$ cat src/rtl/ula_pilha_seq.sv
// ALU sequencer for the stack datapath: pops one or two operands, computes, and
// pushes the 32-bit result back onto the operand stack.
module ula_pilha_seq (
  input  logic        clk,
  input  logic        rst,
  input  logic        start,
  input  logic [2:0]  op,
  input  logic [15:0] pilha_dout,
  input  logic [15:0] pilha_tos,
  output logic        pop_req,
  output logic        push_req,
  output logic [31:0] res,
  output logic        zero,
  output logic        busy,
  output logic        done,
  output logic        erro
);

  localparam int unsigned DW = 16;
  localparam int unsigned RW = 32;

  localparam logic [2:0] OP_ADD = 3'b000;
  localparam logic [2:0] OP_SUB = 3'b001;
  localparam logic [2:0] OP_MUL = 3'b010;
  localparam logic [2:0] OP_AND = 3'b011;
  localparam logic [2:0] OP_OR  = 3'b100;
  localparam logic [2:0] OP_XOR = 3'b101;
  localparam logic [2:0] OP_NOT = 3'b110;
  localparam logic [2:0] OP_LT  = 3'b111;

  typedef enum logic [3:0] {
    IDLE, CHECK, POP_A, CAP_A, POP_B, CAP_B, EXEC, PUSH, ERR
  } state_t;

  state_t        state;
  logic [2:0]    op_q;
  logic [DW-1:0] a_q;
  logic [DW-1:0] b_q;
  logic [DW-1:0] diff_c;
  logic [DW-1:0] need_c;
  logic [RW-1:0] alu_c;

  assign diff_c = b_q - a_q;
  assign need_c = (op_q == OP_NOT) ? DW'(1) : DW'(2);

  // Result of the latched operation on the captured operands
  always_comb begin
    alu_c = '0;
    case (op_q)
      OP_ADD:  alu_c = {15'b0, 17'(b_q) + 17'(a_q)};
      OP_SUB:  alu_c = {{16{diff_c[15]}}, diff_c};
      OP_MUL:  alu_c = RW'(b_q) * RW'(a_q);
      OP_AND:  alu_c = {16'b0, b_q & a_q};
      OP_OR:   alu_c = {16'b0, b_q | a_q};
      OP_XOR:  alu_c = {16'b0, b_q ^ a_q};
      OP_NOT:  alu_c = {16'b0, ~a_q};
      OP_LT:   alu_c = {31'b0, b_q < a_q};
      default: alu_c = '0;
    endcase
  end

  // Sequencer; pulse outputs are set on entry to the state that owns them
  always_ff @(posedge clk or posedge rst) begin
    if (rst) begin
      state    <= IDLE;
      op_q     <= '0;
      a_q      <= '0;
      b_q      <= '0;
      res      <= '0;
      zero     <= 1'b0;
      pop_req  <= 1'b0;
      push_req <= 1'b0;
      busy     <= 1'b0;
      done     <= 1'b0;
      erro     <= 1'b0;
    end else begin
      pop_req  <= 1'b0;
      push_req <= 1'b0;
      done     <= 1'b0;
      erro     <= 1'b0;
      case (state)
        IDLE: begin
          if (start) begin
            op_q  <= op;
            busy  <= 1'b1;
            state <= CHECK;
          end
        end
        CHECK: begin
          if (pilha_tos < need_c) begin
            erro  <= 1'b1;
            state <= ERR;
          end else begin
            pop_req <= 1'b1;
            state   <= POP_A;
          end
        end
        POP_A: state <= CAP_A;
        CAP_A: begin
          a_q <= pilha_dout;
          if (op_q == OP_NOT) begin
            state <= EXEC;
          end else begin
            pop_req <= 1'b1;
            state   <= POP_B;
          end
        end
        POP_B: state <= CAP_B;
        CAP_B: begin
          b_q   <= pilha_dout;
          state <= EXEC;
        end
        EXEC: begin
          res      <= alu_c;
          zero     <= (alu_c == '0);
          push_req <= 1'b1;
          done     <= 1'b1;
          state    <= PUSH;
        end
        PUSH: begin
          busy  <= 1'b0;
          state <= IDLE;
        end
        ERR: begin
          busy  <= 1'b0;
          state <= IDLE;
        end
        default: begin
          busy  <= 1'b0;
          state <= IDLE;
        end
      endcase
    end
  end

endmodule

$ cat config.mk
export PLATFORM = sky130hd
export DESIGN_NAME = ula_pilha_seq
export DESIGN_NICKNAME = d
export VERILOG_FILES = /design/src/rtl/ula_pilha_seq.sv
export SDC_FILE = /design/constraint.sdc
export NUM_CORES = 1
export LEC_CHECK = 0
export CAP_MARGIN = 20
export CORE_MARGIN = 2
export CORE_UTILIZATION = 60
export CTS_BUF_LIST = sky130_fd_sc_hd__clkbuf_8
export DETAILED_ROUTE_END_ITERATION = 6
export GPL_TIMING_DRIVEN = 0
export PLACE_DENSITY_LB_ADDON = 0.1
export RECOVER_POWER = 50
export SYNTH_ARGS = -nofsm -noshare
export SYNTH_HDL_FRONTEND = slang
export SYNTH_SLANG_ARGS = --single-unit
$ cat constraint.sdc
create_clock -name clk -period 14.8 [get_ports clk]
set_clock_uncertainty 0.05 [all_clocks]
set_input_delay 1.48 -clock clk [delete_from_list [all_inputs] [get_ports clk]]
set_output_delay 1.48 -clock clk [all_outputs]
set_load 0.05 [all_outputs]
**Yosys cells after proc, flatten, opt, wreduce, memory -nomap -nowiden**

Index checks and enable logic that the tools add are counted.

- $add $sub $neg: 2
- Multiply operators: 1
- Div/mod/pow operators: 0
- Magnitude comparators: 2
- Equality and inequality tests: 14
- Shift operators: 0
- Multiplexer cells: 14
- Bitwise operators: 5
- Reductions and logical operators: 6

Operators by type and width:

| kind | number |
|---|---|
| one-hot mux 32 bit (8 select lines) | 1 |
| logical NOT 32 bit | 1 |
| multiplier 16 x 16 -> 32 bit | 1 |
| one-hot mux 4 bit (7 select lines) | 1 |
| adder 16 x 16 -> 17 bit | 1 |
| AND 16 bit | 1 |
| less-than comparator 16 bit | 1 |
| less-than comparator 16 x 2 -> 1 bit | 1 |
| inverter 16 bit | 1 |
| bitwise OR 16 bit | 1 |
| subtractor 16 bit | 1 |
| bitwise XOR 16 bit | 1 |
| equality test 3 bit, second input constant | 4 |
| equality test 4 x 3 -> 1 bit, second input constant | 3 |
| equality test 4 x 2 -> 1 bit, second input constant | 2 |
| two-way mux 4 bit | 2 |
| equality test 3 x 2 -> 1 bit, second input constant | 2 |
| two-way mux 1 bit | 6 |
| OR reduction 6 bit | 1 |
| equality test 4 x 1 -> 1 bit, second input constant | 1 |
| logical NOT 4 bit | 1 |
| two-way mux 2 bit | 2 |
| one-hot mux 1 bit (2 select lines) | 2 |
| AND reduction 2 bit | 2 |
| other kinds (4) | 4 |

- Bits in registers: 76
- Bits in latches: 0
- Bits in writable memories: 0
- Memory bits (read-only): 0
- Bits of input ports: 38
- Output and inout bits: 38
- Word-level logic and storage cells: 54
- Memories kept: 0

**Longest topological paths before layout**

Gate-level depths: netlist of run 1.

- Depth in word-level cells: 5
- Depth in mapped cells: 26
- Mapped depth without buffers: 24

**Worst setup path before layout of run 1**

No wires, ideal clock.

- Path type: register to register
- Start: register a_q[4]
- End: register zero
- Library setup time: 104 ps
- Arrival: 6823 ps
- Data required time: 14646 ps
- Setup slack: 7824 ps
- Stages on the path, launching flop included: 26
- Buffers on the path: 2
- Clock period less this slack: 6976 ps
- Path through: dfrtp_1 > inv_1 > buf_1 > nor2_1 > fa_1 > inv_1 > fa_1 > fa_1 > fa_1 > inv_1 > fa_1 > inv_1 > fa_1 > inv_1 > ha_1 > clkbuf_1 > nand2_1 > a2111oi_0 > o31a_1 > o211ai_1 > o21ai_0 > xor2_1 > a211oi_1 > nand4_1 > or4_4 > o41ai_2

- Word-level cells in the longest chain between the ends: 3
- Elaborated cells between the ends (all ways): 10
- Classes of those cells: 2 x add/sub; 1 x mul; 1 x order compare; 1 x mux; 4 x bitwise; 1 x reduce/logical

Ends and longest elaborated chain:

| what | RTL line | RTL |
|---|---|---|
| start, declared | 37 | `logic [DW-1:0] a_q;` |
| start signal, assigned | 100 | `a_q <= pilha_dout;` |
| multiplier 16 x 16 -> 32 bit, or another cell as far along | 52 | `OP_MUL: alu_c = RW'(b_q) * RW'(a_q);` |
| one-hot mux 32 bit (8 select lines) (*) | 49 | `case (op_q)` |
| logical NOT 32 bit (*) | 115 | `zero <= (alu_c == '0);` |
| end signal, assigned | 115 |  |
| end, declared | 13 | `output logic zero,` |

Mark *: on every way between the ends. The rest lies on a longest branch, timed or not.
A chain may end at the register's enable or synchronous reset.

**Worst setup path after layout of run 1**

- Start: register b_q[9]
- End: register zero

- Word-level cells in the longest chain between the ends: 3
- Elaborated cells between the ends (all ways): 9
- Classes of those cells: 2 x add/sub; 1 x mul; 1 x order compare; 1 x mux; 3 x bitwise; 1 x reduce/logical

Ends and longest elaborated chain:

| what | RTL line | RTL |
|---|---|---|
| start, declared | 38 | `logic [DW-1:0] b_q;` |
| start signal, assigned | 110 | `b_q <= pilha_dout;` |
| multiplier 16 x 16 -> 32 bit, or another cell as far along | 52 |  |
| one-hot mux 32 bit (8 select lines) (*) | 49 |  |
| logical NOT 32 bit (*) | 115 |  |

Marks and branches as above.

==> run summary, run 1 <==
The placed instances occupy a cell area of 15400 sq um. The standard cell core area is 23400 sq um. After clock tree synthesis, the clock-pin slew on the worst setup and hold paths is 80 ps. The number of synthesized flops with an enable pin came out at 0. The type of the worst setup path is flop to flop. The clock tree from TritonCTS is done.

For this run, the detailed router's first-pass iteration total came to 6. The post-cts hold buffer count came out at 0. The arrival time at the worst endpoint is 8960 ps. The cell sitting at the root of the clock tree is a clkbuf_8. After the first detailed-routing iteration, the DRC count stood at 1188. The setup TNS came out at 0 ps.

The endpoint kind of the worst setup timing path is a flop. For the finished layout, the period the worst path requires is 8740 ps. Synthesis produced a netlist whose cell count is approximately 1700. In the finished design, the share of the clock period the worst path needs comes to 59.0%.

The clock buffer count from CTS is 9. The register bit total from synthesis is 76. The total routed wirelength is 47.4 mm. The total routing usage reported by global routing is 39.5%. The detailed-route wire length per cell is 22.0 um. The share of post-route cells with drive strength above 1 is 2.99%. The via count is between 10000 and 15000. The global placer's final weighted congestion came out at 1.04. The final reports fail on max-capacitance violations, max-slew violations.

Setup repair after global routing left no endpoint under its margin. STA classifies the critical path startpoint as a flop. The number of top-level pins came out at 76. Entering global routing, the biggest net connects 50 pins. After global routing the overflow that remains totals 0. The net count after synthesis is 2131. For this run, design rule violations remaining after detail routing come to 0. The distinct cell type count after synthesis came out at 75.

The final layout net count is 2220. The area of all placed cells without fillers is 15600 sq um. After legalization and detailed placement, the total HPWL measured slightly below 40 mm. At the pin with the least slew margin, the transition time is 2700 ps. The level count of the clock H-tree is 3.

The mean cell area of the mapped netlist is 8.16 sq um. The post-cts repair resize count came out at 0. The data required time of the worst path is 15030 ps. The relative max-transition margin is -80.1%.

The die outline area is between 20000 and 25000 sq um. The mapped cell area is 14200 sq um. The top flip-flop cell by instance count after synthesis is dfrtp_1. The vertical extent of the die is 158 um. The count of warnings emitted by yosys is 0. The max-capacitance violation count came out at 1. The number of failing hold endpoints at the final stage is 0.

Buffers added to address setup during post-CTS repair amount to 0. The number of nets with antenna violations after routing came out at 0. Timing would allow up to ~110 MHz. During placement, the flow inserted port buffers numbering 75. The sequential share of the synthesized area came out at 13.4%.

The most common cell after layout, fill and taps aside is inv_1. The area of combinational cells with multiple inputs came out at 10800 sq um. The latest clock arrival within the worst-skew pair is 380 ps. The hold slack is ~420 ps. The maximum number of buffers from clock root to sink is 2.

The maximum fanout count along the critical path came out at 10. The floorplan die width came out at 158 um. The run finished, with violations left.

The layout overhead on the synthesized area is 9.44%. The clock net sink count came out at 76. The initial utilization of the core area, before any placement, comes to between 60% and 70%. The initial antenna violation count came out at 2. The sequential standard cell area is 1900 sq um. The number of placement rows came out at 56. The fill cell total of the finished layout came out at 2062. The total count of max-transition violations in the final report came out at 50. The vias per cell is 6.16. The worst hold path belongs to the class flop to flop. The count of final setup violators is 0.

Leaving out fill and tap cells, the most frequent cells in the layout are inv_1, nand2_1, fa_1, nor2_1, ha_1. The first global-routing pass estimated 72.8 mm of wire. Counting flops with an async set or reset pin after synthesis yields a share of 100%. The number of global-route vias before repair was around 13000.
sequential cells by signal, summed over array words and instances (netlist names):
name	cells
res	32
a_q	16
b_q	16
state	4
op_q	3
busy	1
done	1
erro	1
pop_req	1
zero	1
layout make-up:
| class | instances | area share (%) |
|---|---|---|
| multi-input cells | 1275 | 69.5 |
| well taps | 319 | 2.56 |
| plain buffers | 99 | 2.56 |
| diodes | 1 | 0.0161 |
| inverters | 294 | 7.10 |
| clock buffers | 10 | 0.884 |
| flip-flops and latches | 76 | 12.2 |
| clock inverters | 6 | 0.249 |
| repair buffers | 78 | 4.90 |
path summary, 6_finish.rpt:
| path | slack [ps] | depth (start not counted) | to | start |
|---|---|---|---|---|
| max | 6060 | 25 | zero$_DFFE_PP0P_ | b_q[9]$_DFFE_PP0P_ |
| min | 420 | 2 | res[25]$_DFFE_PP0P_ | res[25]$_DFFE_PP0P_ |
| max reg2reg | 6060 | 25 | zero$_DFFE_PP0P_ | b_q[9]$_DFFE_PP0P_ |
| min reg2reg | 420 | 2 | res[25]$_DFFE_PP0P_ | res[25]$_DFFE_PP0P_ |
| max in group asynchronous | 9860 | 3 | b_q[13]$_DFFE_PP0P_ | rst |
| min in group asynchronous | 1760 | 2 | busy$_DFFE_PP0P_ | rst |
Yosys cell counts (20+ instances only):
| library cell | count | share of area [%] |
|---|---|---|
| a21oi_1 | 79 | 2.8 |
| dfrtp_1 | 76 | 13 |
| ha_1 | 153 | 13 |
| inv_1 | 279 | 7.4 |
| fa_1 | 196 | 28 |
| o21ai_0 | 95 | 3.3 |
| clkbuf_1 | 80 | 2.1 |
| xnor2_1 | 21 | 1.3 |
| nand4_1 | 20 | 0.88 |
| nor2_1 | 169 | 4.5 |
| nand2_1 | 258 | 6.8 |
worst max-delay path, cell delays in order (launching register included):
cell and delay [ps]:
dfrtp_1 380, clkbuf_1 680, clkinv_1 600, nor2_1 300, fa_1 420, inv_1 80, fa_1 430, fa_1 530
inv_1 60, fa_1 510, fa_1 510, inv_1 50, fa_1 470, inv_1 40, ha_1 360, clkbuf_1 320
nand2_1 190, a2111oi_0 410, o31a_1 360, o211ai_1 240, o21ai_0 260, xor2_1 150, a211oi_1 260, nand4_1 120
or4_4 520, o41ai_2 330
cells by family (layout without fill, tap and decap cells):
group           Yosys count  count (layout)  synth area share [%]
fa+ha+maj               349             349                  41.0
xor+xnor                 34              34                  2.09
other cells               0               1                     0
flops                    76              76                  13.4
mux                      27              27                  2.07
buf+inv                 393             487                  10.6
compound gates          323             323                  14.6
simple gates            542             542                  16.3
per-stage QoR:
stage | utilization (%) | worst slack [ps] | instances
4_1_cts | 66.6 | 6300 | 2157
3_3_place_gp | 65.7 | 6460 | 2138
6_report | 66.5 | 6060 | 2158
3_5_place_dp | 65.9 | 6300 | 2141
2_1_floorplan | - | 7820 | 1744
5_1_grt | 66.5 | 5620 | 2157
per-layer routing:
metal | global-route usage [%] | routed length (um)
met1 | 51.6 | 18100
met2 | 60.3 | 21000
met3 | 9.85 | 5160
met4 | 22.4 | 3110
met5 | 0 | 0
Power of run 1 is not shown: default switching activity piles up to over one toggle a cycle in this logic, so the estimate is an artifact.
==> run 2, diff against run 1 <==
==> constraint.sdc (replaced) <==
create_clock -name clk -period 8.35 [get_ports clk]
set_clock_uncertainty 0.05 [all_clocks]
set_input_delay 0.835 -clock clk [delete_from_list [all_inputs] [get_ports clk]]
set_output_delay 0.835 -clock clk [all_outputs]
set_load 0.05 [all_outputs]
==> run 2 against run 1 <==
The run still ends with max-capacitance violations, max-slew violations left. Die area did not move. Register-to-register slack got worse by 5800 ps. Design area rose by 0.28%. Count of clock-buffer cells in the layout did not move. Sequential share of layout area barely moved.
==> run summary, run 2 (synthesized netlist as in run 1, its figures left out) <==
The die outline area came out at 25000 sq um (unchanged). The clock tree root driver cell is clkbuf_8 (unchanged). Setup repair after global routing missed its margin: no (unchanged).

The flip-flop count of the largest register, all copies and words added came out at 32 (unchanged). The number of buffer cells added on primary ports came out at 75 (unchanged). The initial antenna violation count is 2 (unchanged). The final critical path time including I/O delays and setup came out at 8070 ps (was 8740 ps).

The initial core utilization is 60.8% (unchanged). The number of placement rows came out at 56 (unchanged). The worst setup margin is 281 ps (was 6060 ps). The most common cell after layout, fill and taps aside is inv_1 (unchanged).

Top Registers: res (32), a_q (16), b_q (16) (unchanged). The portion of the clock cycle consumed by the worst path in the final layout is 96.6% (was 59.0%). The start of the worst register-to-register path is a_q[4]$_DFFE_PP0N_ (was b_q[9]$_DFFE_PP0P_). The max-capacitance violation count is 1 (unchanged).

The pin count of the biggest net entering global routing is 50 (unchanged). The maximum clock frequency is 124 MHz (was 114 MHz). Violated checks: max-capacitance violations, max-slew violations (unchanged). The number of failing hold endpoints at the final stage is 0 (unchanged). The largest register by flop count is res (unchanged). The number of top-level pins is 76 (unchanged). The vias per cell came out at 6.14 (was 6.16).

The detailed-route wire length per cell was 22.0 um (about the same). The endpoint kind of the worst setup timing path is a flop (unchanged). The hold path startpoint is res[25]$_DFFE_PP0P_ (unchanged). The wire length of the first global-routing pass is 72.8 mm (unchanged). The level count of the clock H-tree is 3 (unchanged). Top library cells by usage in the layout, fill and taps aside: inv_1, nand2_1, fa_1, nor2_1, ha_1 (unchanged). The floorplan die width is 158 um (unchanged). The total congestion overflow after global routing is 0 (unchanged). The final layout net count came out at 2217 (was 2220). The element type at the critical path start was a flop (unchanged). The area of combinational cells with multiple inputs is 10800 sq um (about the same).

The layout overhead on the synthesized area was 9.75% (was 9.44%). The largest incremental delay on the critical path is 540 ps (was 680 ps). The via count was 13200 (was 13300). The total count of max-transition violations in the final report came out at 50 (unchanged). The data required time of the worst path is 8570 ps (was 15030 ps).

The cell type group with the largest total delay on the critical path was adder cells (unchanged). The vertical extent of the die came out at 158 um (unchanged). The post-cts hold buffer count came out at 0 (unchanged).

The DRC violation count after routing is 0 (unchanged). The number of nets with antenna violations after routing is 0 (unchanged). The number of global-route vias before repair came out at 13000 (unchanged). The number of detailed-routing iterations run before antenna repair came out at 7 (was 6). The post-placement worst setup slack is -146 ps (was 6300 ps). The latest clock arrival within the worst-skew pair came to 380 ps (about the same).

The initial detailed-routing violation count is 1301 (was 1188). The actual transition at the worst max-transition pin was 2720 ps (was 2700 ps). The total buffers and inverters traversed by the critical path is 7 (unchanged). The standard cell core area was 23400 sq um (unchanged). The most numerous cell on the critical path is fa_1 (unchanged).

The clock-pin slew of the registers on the worst-case setup and hold paths is 90 ps (was 80 ps). The maximum fanout count along the critical path came out at 11 (was 10). The relative max-transition margin came out at -81.6% (was -80.1%). The maximum number of buffers from clock root to sink was 2 (unchanged). The detailed placement HPWL came out at 38.8 mm (unchanged). The clock net sink count is 76 (unchanged).

The clock tree from TritonCTS was done (unchanged). The count of final setup violators came out at 0 (unchanged). The type of the worst setup path is flop to flop (unchanged). The kind of path behind the tightest hold check is flop to flop (unchanged). The fill cell total of the finished layout is 2057 (was 2062).

The arrival time at the worst endpoint was 8290 ps (was 8960 ps). Run status: finished, violations left (unchanged). The master of the slowest instance on the critical path is dfrtp_1 (was clkbuf_1).

The cell count along the critical path is 25 (unchanged). The length in cells of the worst reg-to-reg path was 25 (unchanged). The global placer's final weighted congestion was 1.04 (unchanged). The share of post-route cells with drive strength above 1 came out at 4.41% (was 2.99%). The total routed wirelength is 47.4 mm (about the same). The number of cells on the worst hold path is 2 (unchanged).

The total routing usage reported by global routing is 39.5% (unchanged). The sequential standard cell area came out at 1900 sq um (unchanged). The clock buffer count from CTS is 9 (unchanged). The startpoint of the most critical setup path was a_q[4]$_DFFE_PP0N_ (was b_q[9]$_DFFE_PP0P_).
==> run 2: cell count changes in the layout (fill, tap and decap cells not counted), sizes merged <==
cell | before | now
clkinv | 17 | 11
buf | 20 | 17
clkinvlp | 3 | 9
==> run 2: area by class of cell <==
cell class,count,share of cell area [%]
multi-input combinational,1275,69.4
timing repair buffer,78,4.89
sequential,76,12.2
clock buffer,10,0.882
clock inverter,6,0.248
tap,319,2.56
buffer,96,2.62
antenna,1,0.0160
inverter,294,7.23
==> run 2: worst reg2reg max path, delay by kind of cell (launching register included) <==
| kind | cells | cell delay (ps) |
|---|---|---|
| flops | 1 | 540 |
| simple gates | 4 | 880 |
| compound gates | 6 | 1770 |
| buf+inv | 7 | 1210 |
| xor+xnor | 1 | 150 |
| fa+ha+maj | 7 | 3360 |
==> run 2: per-stage QoR <==
step	hold slack (ps)	utilization (%)	TNS (ps)	area, sq um	std cells
floorplan	409	-	0	14200	1744
global placement	405	65.7	0	15400	2138
detailed placement	407	65.9	-146	15400	2141
CTS	426	66.6	0	15600	2157
global route	464	66.7	0	15600	2154
finish	421	66.7	0	15600	2155
==> run 2: final timing paths <==
check	slack (ps)	endpoint
max reg2reg	280	zero$_DFFE_PP0P_
min reg2reg	420	res[25]$_DFFE_PP0P_
min in group asynchronous	1120	busy$_DFFE_PP0P_
max in group asynchronous	4020	b_q[13]$_DFFE_PP0P_
max	280	zero$_DFFE_PP0P_
min	420	res[25]$_DFFE_PP0P_
==> run 2: per-layer routing <==
metal	part of all wire (%)	up-vias	GRT usage, %
li1	-	5824	-
met1	38	6478	51.6
met2	45	758	60.3
met3	11	161	9.85
met4	6.4	0	22.4
met5	0	-	0
==> run 2: timing repair <==
item | 4_1_cts | 5_1_grt
gates resized for setup | 3 | 40
endpoints found under the setup margin | 1 | 1
buffers inserted | 0 | 0
Power of run 2 is left out for the same reason.
